### src/rtl/cp0_unit_pkg.sv
// Coprocessor-0 shared definitions: register addresses, field positions,
// and exception codes.
package cp0_unit_pkg;

  localparam logic [4:0] ADDR_SR    = 5'd12;
  localparam logic [4:0] ADDR_CAUSE = 5'd13;
  localparam logic [4:0] ADDR_EPC   = 5'd14;
  localparam logic [4:0] ADDR_PRID  = 5'd15;

  localparam int IM_HI   = 15;
  localparam int IM_LO   = 10;
  localparam int EXL_BIT = 1;
  localparam int IE_BIT  = 0;
  localparam int BD_BIT  = 31;
  localparam int IP_HI   = 15;
  localparam int IP_LO   = 10;
  localparam int EC_HI   = 6;
  localparam int EC_LO   = 2;

  typedef enum logic [4:0] {
    EXC_INT  = 5'd0,
    EXC_ADEL = 5'd4,
    EXC_ADES = 5'd5,
    EXC_SYS  = 5'd8,
    EXC_RI   = 5'd10,
    EXC_OV   = 5'd12
  } exc_code_e;

endpackage

### src/rtl/cp0_unit.sv
// Coprocessor-0: SR/Cause/EPC/PRId, exception and interrupt request,
// mfc0/mtc0/eret servicing.
module cp0_unit
  import cp0_unit_pkg::*;
#(
  parameter logic [31:0] PRID_VAL   = 32'h2023_0007,
  parameter logic [31:0] HANDLER_PC = 32'h0000_4180
) (
  input  logic        clk,
  input  logic        reset,
  input  logic [4:0]  A1,
  input  logic [4:0]  A2,
  input  logic [31:0] Din,
  input  logic        we,
  input  logic        EXLClr,
  input  logic [31:0] VPC,
  input  logic        BDIn,
  input  logic [4:0]  ExcCodeIn,
  input  logic [5:0]  HWInt,
  output logic [31:0] Dout,
  output logic [31:0] EPCOut,
  output logic        Req,
  output logic [31:0] HandlerPC
);

  logic [5:0]  im;
  logic        exl;
  logic        ie;
  logic        bd;
  logic [5:0]  ip;
  logic [4:0]  exc_code;
  logic [31:0] epc;

  logic        int_req;
  logic        exc_req;
  logic        wr_sr;
  logic        wr_epc;
  logic [31:0] sr;
  logic [31:0] cause;

  assign int_req = (|(HWInt & im)) & ie & ~exl;
  assign exc_req = (ExcCodeIn != 5'd0) & ~exl;
  assign Req     = int_req | exc_req;

  // eret outranks mtc0 when both appear without a request
  assign wr_sr  = we & ~EXLClr & (A2 == ADDR_SR);
  assign wr_epc = we & ~EXLClr & (A2 == ADDR_EPC);

  always_ff @(posedge clk or negedge reset) begin
    if (!reset) begin
      im  <= '0;
      exl <= 1'b0;
      ie  <= 1'b0;
    end else if (Req) begin
      exl <= 1'b1;
    end else if (EXLClr) begin
      exl <= 1'b0;
    end else if (wr_sr) begin
      im  <= Din[IM_HI:IM_LO];
      exl <= Din[EXL_BIT];
      ie  <= Din[IE_BIT];
    end
  end

  always_ff @(posedge clk or negedge reset) begin
    if (!reset) begin
      bd       <= 1'b0;
      ip       <= '0;
      exc_code <= '0;
    end else begin
      ip <= HWInt;
      if (Req) begin
        bd       <= BDIn;
        exc_code <= int_req ? EXC_INT : ExcCodeIn;
      end
    end
  end

  always_ff @(posedge clk or negedge reset) begin
    if (!reset) begin
      epc <= '0;
    end else if (Req) begin
      epc <= BDIn ? VPC - 32'd4 : VPC;
    end else if (wr_epc) begin
      epc <= Din;
    end
  end

  always_comb begin
    sr = '0;
    sr[IM_HI:IM_LO] = im;
    sr[EXL_BIT]     = exl;
    sr[IE_BIT]      = ie;
  end

  always_comb begin
    cause = '0;
    cause[BD_BIT]      = bd;
    cause[IP_HI:IP_LO] = ip;
    cause[EC_HI:EC_LO] = exc_code;
  end

  always_comb begin
    Dout = '0;
    case (A1)
      ADDR_SR:    Dout = sr;
      ADDR_CAUSE: Dout = cause;
      ADDR_EPC:   Dout = epc;
      ADDR_PRID:  Dout = PRID_VAL;
      default:    Dout = '0;
    endcase
  end

  assign EPCOut    = epc;
  assign HandlerPC = HANDLER_PC;

endmodule
### config.mk
export PLATFORM = sky130hd
export DESIGN_NAME = cp0_unit
export DESIGN_NICKNAME = d
export VERILOG_FILES = /design/src/rtl/cp0_unit_pkg.sv /design/src/rtl/cp0_unit.sv
export SDC_FILE = /design/constraint.sdc
export NUM_CORES = 1
export LEC_CHECK = 0
export CAP_MARGIN = 40
export CORE_UTILIZATION = 35
export CTS_CLUSTER_DIAMETER = 80
export DETAILED_ROUTE_END_ITERATION = 8
export PLACE_DENSITY_LB_ADDON = 0.08
export SYNTH_ARGS = -nofsm -noshare
export SYNTH_HDL_FRONTEND = slang
export SYNTH_SLANG_ARGS = --single-unit
### constraint.sdc
create_clock -name clk -period 4.98 [get_ports clk]
set_input_delay 0.498 -clock clk [delete_from_list [all_inputs] [get_ports clk]]
set_output_delay 0.498 -clock clk [all_outputs]
set_load 0.01 [all_outputs]
==> summary.md <==
| Metric | Value |
|---|---|
| Worst setup path category | in2out |
| # setup viols final | 0 |
| Place WS | 1.46 ns |
| Vias | 3785 |
| Port-buffer cells | 154 |
| Initial antenna violation count | 0 |
| Arr. time, crit path | 3.03 ns |
| Setup TNS | 0 ns |
| CTS tree | yes |
| Final hold vios | 0 |
| Area delta synth->final | 45.1% |
| Detailed placement HPWL | 9160 um |
| Worst-Margin Slew | 0.886 ns |
| Total grt overflow | 0 |
| HP Class | in2async |
| Status | finished clean |
| RSZ-0062 raised after global routing | no |
| Die Ht | 106 um |
| FILL cells | 1014 |
| Leakage | 2.21 nW |
| H-tree depth | 2 |
| Crit path cell chain | clkdlybuf4s50_1, nand3b_1, nor2b_1, buf_4, and2_1, clkdlybuf4s50_1 |
| Rows | 37 |
| Synthesis-stage register bit count | 52 |
| Final total power | 2.02 mW |
| Crit start category | input pin |
| Cell accounting for the most synthesized area | dfrtp_1 |
| Die Span X | 106 um |
| Clk_lat worst skew | 0.31 ns |
| Worst path required time | 4.48 ns |
| Clk pin slew, worst setup/hold paths | 0.09 ns |
| Post-synth cell types | 46 |
| Vias in the first global route | 3749 |
| First-pass detailed-route iteration total | 4 |
| Worst-case clock skew | 0.0127 ns |
| Setup ws final | 1.45 ns |
| CP most frequent cell | clkdlybuf4s50_1 |
| Placer Congestion | 0.795 |
| Top Family by Delay on Critical Path | simple AND/OR/NAND/NOR gates |
| Sequential-to-total area share from yosys stat | 0.343 |
| Peak VDD IR | 174 uV |
| Slew Viols, Final | 0 |
| Num CTS Buffers | 5 |
| Post-Synthesis Cells | 416 |
| Yosys warns | 0 |
| Post-CTS Setup Bufs | 0 |
| Post-synth top area share | 0.343 |
| Buf/Inv on CP | 3 |
| Worst path max stage delay | 0.65 ns |
| Routed WL | 12500 um |
| Post-CTS Hold Fix Bufs | 0 |
| Fmax achieved | 0.284 GHz |
| Ratio of cells with drive above 1 in the final layout | 0.0627 |
| CTS root buf | clkbuf_8 |
| Initial core utilization | 0.364 |
| Tot GR Track Use | 0.221 |
| Sink Count | 52 |
| Routed vias/inst | 5.45 |
| Die area | 11200 um2 |
| Routed Antenna Nets | 0 |
| Post-Syn Area | 3790 um2 |
| Final worst path period share | 0.708 |
| Nets | 648 |
| # DRC | 0 |
| Most area-consuming cells after synthesis | dfrtp_1 34%, mux2i_1 8.2%, buf_4 6.3% |
| CP Max Fanout | 16 |
| Worst setup EP type | output port |
| # IOs | 187 |
| Power density cells | 368 nW/um2 |
| Worst path slowest cell | nor2b_1 |
| Pin count of the biggest net entering global routing | 53 |
| Syn avg cell area | 9.11 um2 |
| Worst slew margin | 0.407 |
| Ant diodes | 0 |
| Drt first-iter violations | 192 |
| Routed wire per std cell | 17.9 um |
| Resize count post-CTS | 0 |
| Max cap viols | 0 |
| Global-route wire length before repair | 19500 um |
| Clock Tree Buf Depth | 2 |
| Total core area | 10400 um2 |
| Tmin final | 3.53 ns |
[stage by stage]
stage / cells / instance area [um2] / util / hold slack, ns
CTS: 694 / 5500 / 0.528 / 0.345
global route: 694 / 5500 / 0.528 / 0.377
finish: 694 / 5500 / 0.528 / 0.315
detailed placement: 686 / 5380 / 0.516 / 0.482
global placement: 685 / 5370 / 0.515 / 0.477
floorplan: 446 / 3900 / - / 0.202
[synth_stat cells, drive strengths merged]
cell / count
o31ai: 27
mux2: 12
or3: 13
nor4: 5
inv: 5
nand3: 5
nand2b: 3
nand3b: 3
mux2i: 31
a311oi: 1
xnor2: 4
buf: 39
or2: 1
clkbuf: 24
nor4b: 1
a31oi: 19
conb: 2
nor3b: 6
nor3: 5
a22oi: 8
nor2b: 4
clkinv: 1
or4b: 1
a21oi: 10
o41ai: 1
a21o: 5
and2: 14
nand4b: 3
nand2: 8
o21ai: 13
nor4bb: 20
ha: 1
dfrtp: 52
nand4bb: 1
nor2: 31
xor2: 7
nand4: 19
or4: 11
[final timing paths]
check | start | endpoint | slack, ns | cells after the start
min in group clk | exc_code[3]$_DFFE_PN0N_ | exc_code[3]$_DFFE_PN0N_ | 0.50 | 1
worst max register to register | im[0]$_DFFE_PN0P_ | im[2]$_DFFE_PN0P_ | 2.75 | 5
worst max-delay path | A1[4] | Dout[7] | 1.45 | 6
worst min-delay path | reset | EPCOut[9]$_DFFE_PN0P_ | 0.31 | 2
worst min register to register | exc_code[3]$_DFFE_PN0N_ | exc_code[3]$_DFFE_PN0N_ | 0.50 | 1
max in group asynchronous | reset | EPCOut[29]$_DFFE_PN0P_ | 4.20 | 2
[kinds of logic after synthesis]
logic type | synth area share
other cells | 0.00198
buf+inv | 0.101
simple gates | 0.262
mux | 0.118
compound gates | 0.146
fa+ha+maj | 0.00330
flops | 0.343
xor+xnor | 0.0254
[flip-flops by register name, summed over array words and instances (netlist names)]
name	count
EPCOut	32
bd	1
exc_code	5
exl	1
ie	1
im	6
ip	6
[cells in the final DEF, fill, tap and decap left out, drive strengths merged, types with 8 or more instances in the layout]
cell           netlist  final
or3                 13     13
nand4               19     19
nor2                31     31
nand2                8      8
dfrtp               52     52
and2                14     14
a31oi               19     19
mux2                12     12
a22oi                8      8
clkdlybuf4s50        0    153
nor4bb              20     20
buf                 39     14
a21oi               10     10
o31ai               27     27
o21ai               13     13
mux2i               31     31
or4                 11     11
conb                 2     32
[cell type report]
type | instances | area (um2) | share of cell area
clock buffers | 6 | 82.6 | 0.0150
well taps | 136 | 170 | 0.0309
repair buffers | 167 | 1640 | 0.298
multi-input cells | 325 | 2250 | 0.409
flip-flops and latches | 52 | 1300 | 0.237
clock inverters | 2 | 38.8 | 0.00705
inverters | 6 | 22.5 | 0.00409
[routing by layer]
layer  global-route usage  vias up  routed length, um
met3               0.0264       14                670
li1                     -     1791                  -
met2                0.390      143               6130
met1                0.281     1837               5460
met5                    0        -                  0
met4               0.0694        0                196
[where the power goes]
part	internal (mW)	total [mW]	switching (mW)
registers	0.593	0.752	0.158
clock network	0.165	0.313	0.148
logic	0.538	0.958	0.420
(Power assumes the default switching activity.)
